$ cat src/rtl/raymarch_pkg.sv
// Shared types and defaults for the raymarcher frame scheduler and its scan counter.
package raymarch_pkg;

  localparam int DEF_WIDTH  = 1280;
  localparam int DEF_HEIGHT = 720;

  typedef enum logic [1:0] {
    ST_IDLE,
    ST_RUN,
    ST_DONE
  } state_e;

  typedef struct packed {
    logic [7:0] r;
    logic [7:0] g;
    logic [7:0] b;
  } rgb_t;

  function automatic logic [31:0] sat_inc32(input logic [31:0] v);
    return (v == 32'hFFFF_FFFF) ? v : v + 32'd1;
  endfunction

endpackage

$ cat src/rtl/raymarch_scheduler_pixel_scan_counter.sv
// Raster-order x/y/linear-address counter; the address increments alongside x/y so no multiply is needed.
module pixel_scan_counter
  import raymarch_pkg::*;
#(
  parameter int WIDTH  = DEF_WIDTH,
  parameter int HEIGHT = DEF_HEIGHT
) (
  input  logic                              clk_pixel_in,
  input  logic                              rst_in,
  input  logic                              clear_in,
  input  logic                              advance_in,
  output logic [$clog2(WIDTH)-1:0]          x_out,
  output logic [$clog2(HEIGHT)-1:0]         y_out,
  output logic [$clog2(WIDTH*HEIGHT)-1:0]   addr_out,
  output logic                              last_out
);

  localparam int XW = $clog2(WIDTH);
  localparam int YW = $clog2(HEIGHT);
  localparam int AW = $clog2(WIDTH * HEIGHT);
  localparam logic [XW-1:0] X_MAX = XW'(WIDTH - 1);
  localparam logic [YW-1:0] Y_MAX = YW'(HEIGHT - 1);

  logic [XW-1:0] x_q, x_d;
  logic [YW-1:0] y_q, y_d;
  logic [AW-1:0] addr_q, addr_d;
  logic          last_q, last_d;

  always_comb begin
    // NOTE: every combinational output gets a default first, so no path leaves it unassigned (no latch).
    x_d    = x_q;
    y_d    = y_q;
    addr_d = addr_q;
    if (clear_in || (advance_in && last_q)) begin
      x_d    = '0;
      y_d    = '0;
      addr_d = '0;
    end else if (advance_in) begin
      addr_d = addr_q + 1'b1;
      if (x_q == X_MAX) begin
        x_d = '0;
        y_d = y_q + 1'b1;
      end else begin
        x_d = x_q + 1'b1;
      end
    end
    // Flag describes the position being loaded, so it is valid together with it.
    last_d = (x_d == X_MAX) && (y_d == Y_MAX);
  end

  always_ff @(posedge clk_pixel_in) begin
    // NOTE: state flops use non-blocking assignments so all of them update from pre-edge values.
    if (rst_in) begin
      x_q    <= '0;
      y_q    <= '0;
      addr_q <= '0;
      last_q <= (WIDTH == 1) && (HEIGHT == 1);
    end else begin
      x_q    <= x_d;
      y_q    <= y_d;
      addr_q <= addr_d;
      last_q <= last_d;
    end
  end

  assign x_out    = x_q;
  assign y_out    = y_q;
  assign addr_out = addr_q;
  assign last_out = last_q;

endmodule

$ cat src/rtl/raymarch_scheduler.sv
// Frame scheduler: walks the raymarcher across the frame, forwards finished pixels to the framebuffer
// and reports per-frame completion and RUN-cycle statistics.
module raymarch_scheduler
  import raymarch_pkg::*;
#(
  parameter int WIDTH      = DEF_WIDTH,
  parameter int HEIGHT     = DEF_HEIGHT,
  parameter int CONTINUOUS = 0
) (
  input  logic                              clk_pixel_in,
  input  logic                              rst_in,
  input  logic                              start_in,
  output logic                              rm_rst_out,
  output logic [$clog2(WIDTH)-1:0]          curr_x,
  output logic [$clog2(HEIGHT)-1:0]         curr_y,
  input  logic [7:0]                        red_in,
  input  logic [7:0]                        green_in,
  input  logic [7:0]                        blue_in,
  input  logic                              pixel_done_in,
  output logic                              fb_we_out,
  output logic [$clog2(WIDTH*HEIGHT)-1:0]   fb_addr_out,
  output logic [23:0]                       fb_data_out,
  output logic                              busy_out,
  output logic                              frame_done_out,
  output logic [15:0]                       frame_count_out,
  output logic [31:0]                       frame_cycles_out
);

  localparam int AW = $clog2(WIDTH * HEIGHT);

  state_e        state_q, state_d;
  logic          rm_rst_q, rm_rst_d;
  logic          busy_q, busy_d;
  logic          fb_we_q, fb_we_d;
  logic [AW-1:0] fb_addr_q, fb_addr_d;
  rgb_t          fb_data_q, fb_data_d;
  logic          frame_done_q, frame_done_d;
  logic [15:0]   frame_count_q, frame_count_d;
  logic [31:0]   frame_cycles_q, frame_cycles_d;
  logic [31:0]   cyc_q, cyc_d;

  logic [AW-1:0] scan_addr;
  logic          scan_last;
  logic          scan_advance;
  rgb_t          pix_in;

  assign pix_in       = '{r: red_in, g: green_in, b: blue_in};
  assign scan_advance = (state_q == ST_RUN) && pixel_done_in;

  pixel_scan_counter #(
    .WIDTH  (WIDTH),
    .HEIGHT (HEIGHT)
  ) u_scan (
    .clk_pixel_in (clk_pixel_in),
    .rst_in       (rst_in),
    .clear_in     (state_q != ST_RUN),
    .advance_in   (scan_advance),
    .x_out        (curr_x),
    .y_out        (curr_y),
    .addr_out     (scan_addr),
    .last_out     (scan_last)
  );

  always_comb begin
    state_d        = state_q;
    fb_we_d        = 1'b0;
    fb_addr_d      = fb_addr_q;
    fb_data_d      = fb_data_q;
    frame_done_d   = 1'b0;
    frame_count_d  = frame_count_q;
    frame_cycles_d = frame_cycles_q;
    cyc_d          = cyc_q;
    unique case (state_q)
      ST_IDLE: begin
        cyc_d = '0;
        if (start_in) state_d = ST_RUN;
      end
      ST_RUN: begin
        cyc_d = sat_inc32(cyc_q);
        if (pixel_done_in) begin
          fb_we_d   = 1'b1;
          fb_addr_d = scan_addr;
          fb_data_d = pix_in;
          if (scan_last) begin
            // Statistics are loaded on entry so they are visible alongside frame_done_out.
            state_d        = ST_DONE;
            frame_done_d   = 1'b1;
            frame_count_d  = frame_count_q + 16'd1;
            frame_cycles_d = cyc_d;
          end
        end
      end
      ST_DONE: begin
        cyc_d   = '0;
        state_d = ((CONTINUOUS != 0) || start_in) ? ST_RUN : ST_IDLE;
      end
      default: state_d = ST_IDLE;
    endcase
    rm_rst_d = (state_d != ST_RUN);
    busy_d   = (state_d == ST_RUN);
  end

  always_ff @(posedge clk_pixel_in) begin
    if (rst_in) begin
      state_q        <= ST_IDLE;
      rm_rst_q       <= 1'b1;
      busy_q         <= 1'b0;
      fb_we_q        <= 1'b0;
      fb_addr_q      <= '0;
      fb_data_q      <= '0;
      frame_done_q   <= 1'b0;
      frame_count_q  <= '0;
      frame_cycles_q <= '0;
      cyc_q          <= '0;
    end else begin
      state_q        <= state_d;
      rm_rst_q       <= rm_rst_d;
      busy_q         <= busy_d;
      fb_we_q        <= fb_we_d;
      fb_addr_q      <= fb_addr_d;
      fb_data_q      <= fb_data_d;
      frame_done_q   <= frame_done_d;
      frame_count_q  <= frame_count_d;
      frame_cycles_q <= frame_cycles_d;
      cyc_q          <= cyc_d;
    end
  end

  assign rm_rst_out       = rm_rst_q;
  assign busy_out         = busy_q;
  assign fb_we_out        = fb_we_q;
  assign fb_addr_out      = fb_addr_q;
  assign fb_data_out      = fb_data_q;
  assign frame_done_out   = frame_done_q;
  assign frame_count_out  = frame_count_q;
  assign frame_cycles_out = frame_cycles_q;

endmodule

$ cat config.mk
export PLATFORM = sky130hd
export DESIGN_NAME = raymarch_scheduler
export DESIGN_NICKNAME = d
export VERILOG_FILES = /design/src/rtl/raymarch_pkg.sv /design/src/rtl/raymarch_scheduler_pixel_scan_counter.sv /design/src/rtl/raymarch_scheduler.sv
export SDC_FILE = /design/constraint.sdc
export NUM_CORES = 1
export LEC_CHECK = 0
export CORE_ASPECT_RATIO = 0.9
export CORE_MARGIN = 5
export CORE_UTILIZATION = 47
export DETAILED_ROUTE_END_ITERATION = 10
export PLACE_DENSITY = 0.79
export SYNTH_ARGS = -nofsm -noshare
export SYNTH_HDL_FRONTEND = slang
export SYNTH_SLANG_ARGS = --single-unit
$ cat constraint.sdc
create_clock -name clk_pixel_in -period 1.9 [get_ports clk_pixel_in]
set_input_delay 0.38 -clock clk_pixel_in [delete_from_list [all_inputs] [get_ports clk_pixel_in]]
set_output_delay 0.38 -clock clk_pixel_in [all_outputs]
set_load 0.02 [all_outputs]
After elaboration in Yosys (flattened, before gate mapping)
Index checks and enable logic that the tools add are counted.
{"block": "word_totals", "register_bits": 172, "in_bits": 28, "output_inout_bits": 117, "elab_cells": 59}
{"block": "op_classes", "addsub": 5, "n_eq_ne": 9, "mux": 15, "bitwise_logic": 2, "reduce_logical": 12}
{"op": "one-hot mux 32 bit (2 select lines)", "n": 1}
{"op": "two-way mux 11 bit", "n": 3}
{"op": "adder 32 x 1 -> 32 bit (second input constant)", "n": 1}
{"op": "== test 32 bit (second input constant)", "n": 1}
{"op": "two-way mux 32 bit", "n": 1}
{"op": "two-way mux 10 bit", "n": 3}
{"op": "== test 11 bit (second input constant)", "n": 2}
{"op": "adder 20 x 1 -> 20 bit (second input constant)", "n": 1}
{"op": "adder 16 x 1 -> 16 bit (second input constant)", "n": 1}
{"op": "adder 11 x 1 -> 11 bit (second input constant)", "n": 1}
{"op": "adder 10 x 1 -> 10 bit (second input constant)", "n": 1}
{"op": "== test 10 bit (second input constant)", "n": 1}
{"op": "two-way mux 2 bit", "n": 3}
{"op": "one-hot mux 2 bit (3 select lines)", "n": 1}
{"op": "OR reduction 2 bit", "n": 3}
{"op": "== test 2 x 1 -> 1 bit (second input constant)", "n": 2}
{"op": "!= test 2 x 1 -> 1 bit (second input constant)", "n": 2}
{"op": "logical AND 1 bit", "n": 3}
{"op": "two-way mux 1 bit", "n": 3}
{"op": "AND reduction 3 bit", "n": 1}
{"op": "OR reduction 3 bit", "n": 1}
{"op": "== test 2 bit (second input constant)", "n": 1}
{"op": "logical NOT 2 bit", "n": 1}
{"op": "NOT 1 bit", "n": 2}
{"op": "other kinds (3)", "n": 3}

Longest topological paths before layout
{"block": "logic_depth", "ltp_word": 7, "depth_mapped": 9, "depth_no_buf": 7}

Modules after synthesis
Synthesis repeated with hierarchy kept, for this count alone.
{"block": "unflattened", "cells_unflattened": 951, "area_unflattened_um2": 7927.6}
{"module": "raymarch_scheduler", "instances": 1, "cells_per_inst": 712, "area_each_um2": 5824.3, "seq_area_each_um2": 2602.5}
{"module": "pixel_scan_counter", "instances": 1, "cells_per_inst": 239, "area_each_um2": 2103.3, "seq_area_each_um2": 840.8}

Worst setup path after synthesis
OpenSTA, ideal clock, no wires.
{"block": "synth_path", "path_kind": "register to register", "start": "reg u_scan.x_q[0] (netlist: u_scan.x_out[0])", "end": "reg u_scan.last_q (netlist: u_scan.last_out)", "setup_time_ns": 0.088, "arrival_time_ns": 2.171, "required_time_ns": 1.812, "slack_ns": -0.358, "stages_incl_launch_ff": 8, "n_path_buf": 0, "period_less_slack_ns": 2.258, "path_cell_list": "dfxtp_1 > ha_1 > nand3_1 > nor4_4 > xnor2_1 > or3_1 > or4_1 > nor4_2"}
{"block": "synth_between", "elab_chain_len": 6, "elab_cells_between_ends": 11, "classes_between": "add/sub: 1; eq/ne: 3; mux: 6; reduce/logical: 1"}
{"element": "from (decl)", "line_no": "raymarch_scheduler_pixel_scan_counter.sv:24", "rtl": "logic [XW-1:0] x_q, x_d;"}
{"element": "from (signal assigned)", "line_no": "raymarch_scheduler_pixel_scan_counter.sv:54", "rtl": "x_q <= '0;"}
{"element": "from (signal assigned)", "line_no": "raymarch_scheduler_pixel_scan_counter.sv:59", "rtl": "x_q <= x_d;"}
{"element": "adder 11 x 1 -> 11 bit / == test 11 bit (equally long branches)", "line_no": "raymarch_scheduler_pixel_scan_counter.sv:44, raymarch_scheduler_pixel_scan_counter.sv:40"}
{"element": "two-way mux 11 bit / two-way mux 10 bit (equally long branches)", "line_no": "raymarch_scheduler_pixel_scan_counter.sv:40", "rtl": "if (x_q == X_MAX) begin"}
{"element": "two-way mux 11 bit / two-way mux 10 bit (equally long branches)", "line_no": "raymarch_scheduler_pixel_scan_counter.sv:38", "rtl": "end else if (advance_in) begin"}
{"element": "two-way mux 11 bit / two-way mux 10 bit (equally long branches)", "line_no": "raymarch_scheduler_pixel_scan_counter.sv:34", "rtl": "if (clear_in || (advance_in && last_q)) begin"}
{"element": "== test 11 bit / == test 10 bit (equally long branches)", "line_no": "raymarch_scheduler_pixel_scan_counter.sv:48", "rtl": "last_d = (x_d == X_MAX) && (y_d == Y_MAX);"}
{"element": "logical AND 1 bit (*)", "line_no": "raymarch_scheduler_pixel_scan_counter.sv:48"}
{"element": "to (signal assigned)", "line_no": "raymarch_scheduler_pixel_scan_counter.sv:57", "rtl": "last_q <= (WIDTH == 1) && (HEIGHT == 1);"}
{"element": "to (signal assigned)", "line_no": "raymarch_scheduler_pixel_scan_counter.sv:62", "rtl": "last_q <= last_d;"}
{"element": "to (decl)", "line_no": "raymarch_scheduler_pixel_scan_counter.sv:27", "rtl": "logic last_q, last_d;"}
Mark *: on every way between the ends. The rest lies on a longest branch, timed or not.
A chain may end at the register's enable or synchronous reset.

Final worst setup path
{"block": "layout_path", "start": "reg cyc_q[9]", "end": "reg frame_cycles_q[29] (netlist: frame_cycles_out[29])"}
{"block": "layout_between", "elab_chain_len": 2, "elab_cells_between_ends": 3, "classes_between": "add/sub: 1; eq/ne: 1; mux: 1"}
{"element": "from (decl)", "line_no": "raymarch_scheduler.sv:40", "rtl": "logic [31:0] cyc_q, cyc_d;"}
{"element": "from (signal assigned)", "line_no": "raymarch_scheduler.sv:125", "rtl": "cyc_q <= cyc_d;"}
{"element": "adder 32 x 1 -> 32 bit / == test 32 bit (equally long branches)", "line_no": "raymarch_pkg.sv:20", "rtl": "return (v == 32'hFFFF_FFFF) ? v : v + 32'd1;"}
{"element": "two-way mux 32 bit (*)", "line_no": "raymarch_pkg.sv:20"}
{"element": "to (signal assigned)", "line_no": "raymarch_scheduler.sv:124", "rtl": "frame_cycles_q <= frame_cycles_d;"}
{"element": "to (decl)", "line_no": "raymarch_scheduler.sv:39", "rtl": "logic [31:0] frame_cycles_q, frame_cycles_d;"}
Marks and branches as above.

==> reports/qor.csv <==
metric;value;unit
skew;5.97;ps
wl;21.7;mm
ys_warn_count;0;
fin_crit_sh;104;%
fp.dieW;143;µm
synthArstFlopShare;0;%
clock_sinks;172;
layout_common_cells;dfxtp_1, nand2_1, clkdlybuf4s50_1;
clock.fmax;0.505;GHz
hpwlAfterDp;13.9;mm
critPathRequiredTime;2240;ps
io_buffers;144;
vias_per_cell;5.40;
critPathArrivalTime;2320;ps
dieHeight;130;µm
ctsHoldBuffers;0;
place_area;9930;µm²
ir_worst_vdd;0.000664;V
cts-root-buf;clkbuf_16;
max_cap_viol_count;0;
cts_tree;done;
yosysSeqAreaShare;45.9;%
outcome;complete, but fails checks;
clkTransAtPathRegs;70;ps
drtIter0Drc;497;
violations;negative setup slack;
num_antenna_cells;0;
drt-pass1-iter-count;6;
drv_slew;0;
place_congestion;0.932;
cts_max_level;4;
nets;1172;
dp_worst_setup_slack;-532;ps
setup_viol;12;
track_usage;21.3;%
hold_violations;0;
pin_count;145;
worstMarginPinSlew;640;ps
slew-limit-headroom;57.3;%
clkLatencyLatePin;420;ps
p_per_area;664;nW/µm²
grt_pass1_wl;32.5;mm
design_area;11200;µm²
die-area;18600;µm²
fillers;1105;
synth-edff-count;0;
drc;0;
initial_utilization;48.2;%
final_common_cell;dfxtp_1;
p_leak;0.00408;µW
syn_area_per_cell;8.33;µm²
synth.distinct_cells;52;
synth-seq-cells;172;
grt_setup_unrepaired;true;
core;15500;µm²
cts_buffers;17;
grt_pass1_vias;6698;
cp_max_fo;7;
grt_max_degree;54;
final_layout_size_suffix_gt1_share;22.9;%
vias;7312;
rows;43;
hold_path_class;in -> reg;
areaGrowthSynthToFinish;48.9;%
final_util;71.8;%
synth_cells;900;
worstSetupStartpointType;register;
fin_ws;-82.1;ps
path_class;reg -> reg;
grt_overflow_total;0;
synth_ff_type;dfxtp_1;
wire_per_inst;16.1;µm
antenna_found_initial;0;
synth_area;7500;µm²
syn_nets;933;
drtAntennaViolNets;0;
cp-end-kind;register;
clockBufferDepth;2;
fin_crit;1980;ps
metal layers:
layer  part of all wire (%)  up-vias  track usage, %
met2                     49      259            35.8
met5                      0        -               0
met3                    6.3       42            5.35
li1                       -     3563               -
met4                    1.7        0            5.37
met1                     43     3448            27.5
final timing paths:
| kind | start | to | slack, ps | cells past startpoint |
|---|---|---|---|---|
| max | cyc_q[9] | frame_cycles_out[29] | -80 | 6 |
| min | rst_in | u_scan.last_out | 390 | 4 |
| max reg2reg | cyc_q[9] | frame_cycles_out[29] | -80 | 6 |
| min reg2reg | fb_data_out[10] | fb_data_out[10] | 450 | 2 |
registers in the layout, indices dropped and copies added (netlist names):
register,flops
rm_rst_out,1
u_scan.last_out,1
frame_done_out,1
state_q,2
fb_addr_out,20
cyc_q,32
busy_out,1
frame_count_out,16
u_scan.addr_out,20
u_scan.y_out,10
u_scan.x_out,11
fb_we_out,1
fb_data_out,24
frame_cycles_out,32
Yosys cell counts, types with 2 or more instances:
master / count / area (µm²)
nand3b_1: 2 / 15.0
o21ai_0: 27 / 135
clkbuf_1: 40 / 150
xor2_1: 40 / 350
buf_1: 2 / 7.51
nand3_1: 29 / 145
a311oi_1: 4 / 35.0
a21oi_1: 71 / 355
o31ai_2: 2 / 25.0
and3_1: 13 / 81.3
nand2b_1: 3 / 18.8
xnor2_1: 51 / 447
nand2_1: 141 / 529
and3b_1: 3 / 26.3
nor4_1: 5 / 31.3
nor4_2: 2 / 25.0
or3_1: 25 / 156
o21a_1: 2 / 15.0
dfxtp_1: 172 / 3440
a211oi_1: 24 / 180
mux2i_1: 4 / 40.0
or4_1: 2 / 15.0
nor3b_1: 2 / 15.0
inv_1: 8 / 30.0
nor3_1: 18 / 90.1
and2_1: 3 / 18.8
nand4_1: 28 / 175
and4_1: 11 / 96.3
nor4_4: 2 / 42.5
buf_2: 13 / 65.1
ha_1: 5 / 62.6
nor2_1: 126 / 473
layout make-up:
| class | count | area, µm² | area share [%] |
|---|---|---|---|
| well taps | 202 | 253 | 2.26 |
| clock buffers | 18 | 439 | 3.93 |
| repair buffers | 276 | 2560 | 22.9 |
| clock inverters | 14 | 139 | 1.24 |
| inverters | 8 | 30.0 | 0.269 |
| multi-input cells | 664 | 4260 | 38.2 |
| flip-flops and latches | 172 | 3480 | 31.2 |
per-stage QoR:
step | setup TNS, ps | hold slack [ps] | total power, µW | cells
after floorplan | -680 | 437 | 3940 | 900
after global placement | -17460 | 437 | 4130 | 1301
after detailed placement | -21600 | 445 | 4130 | 1301
after CTS | -127 | 367 | 7460 | 1338
after global routing | -3210 | 388 | 7670 | 1354
final | -533 | 387 | 7410 | 1354
worst max-delay path, stage by stage (launching register included):
cell and delay, ps:
dfxtp_2 370, nand4_1 160, nor4_4 410, o31ai_4 180, clkbuf_16 200, or3_1 340, a311oi_1 240
cells by family (layout without fill, tap and decap cells):
logic type      count (synthesis)  after routing  synth area share [%]
buf+inv                        64            316                  3.52
flops                         172            172                  45.9
simple gates                  423            423                  27.3
fa+ha+maj                       5              5                 0.835
compound gates                140            140                  11.1
mux                             5              5                 0.684
xor+xnor                       91             91                  10.6
power by group:
part / internal, µW / switching, µW / leakage, µW / total (µW)
logic: 168 / 230 / 0.00239 / 398
registers: 3640 / 21.7 / 0.00140 / 3660
clock network: 1870 / 1480 / 0.000285 / 3350
total: 5670 / 1740 / 0.00408 / 7410
timing repair:
action / in CTS / in global routing
cloned: 0 / 2
gates resized for setup: 25 / 92
endpoints found under the setup margin: 32 / 65
pin swaps: 13 / 48
buffers inserted: 5 / 15
Power figures use the tool's default switching activity.
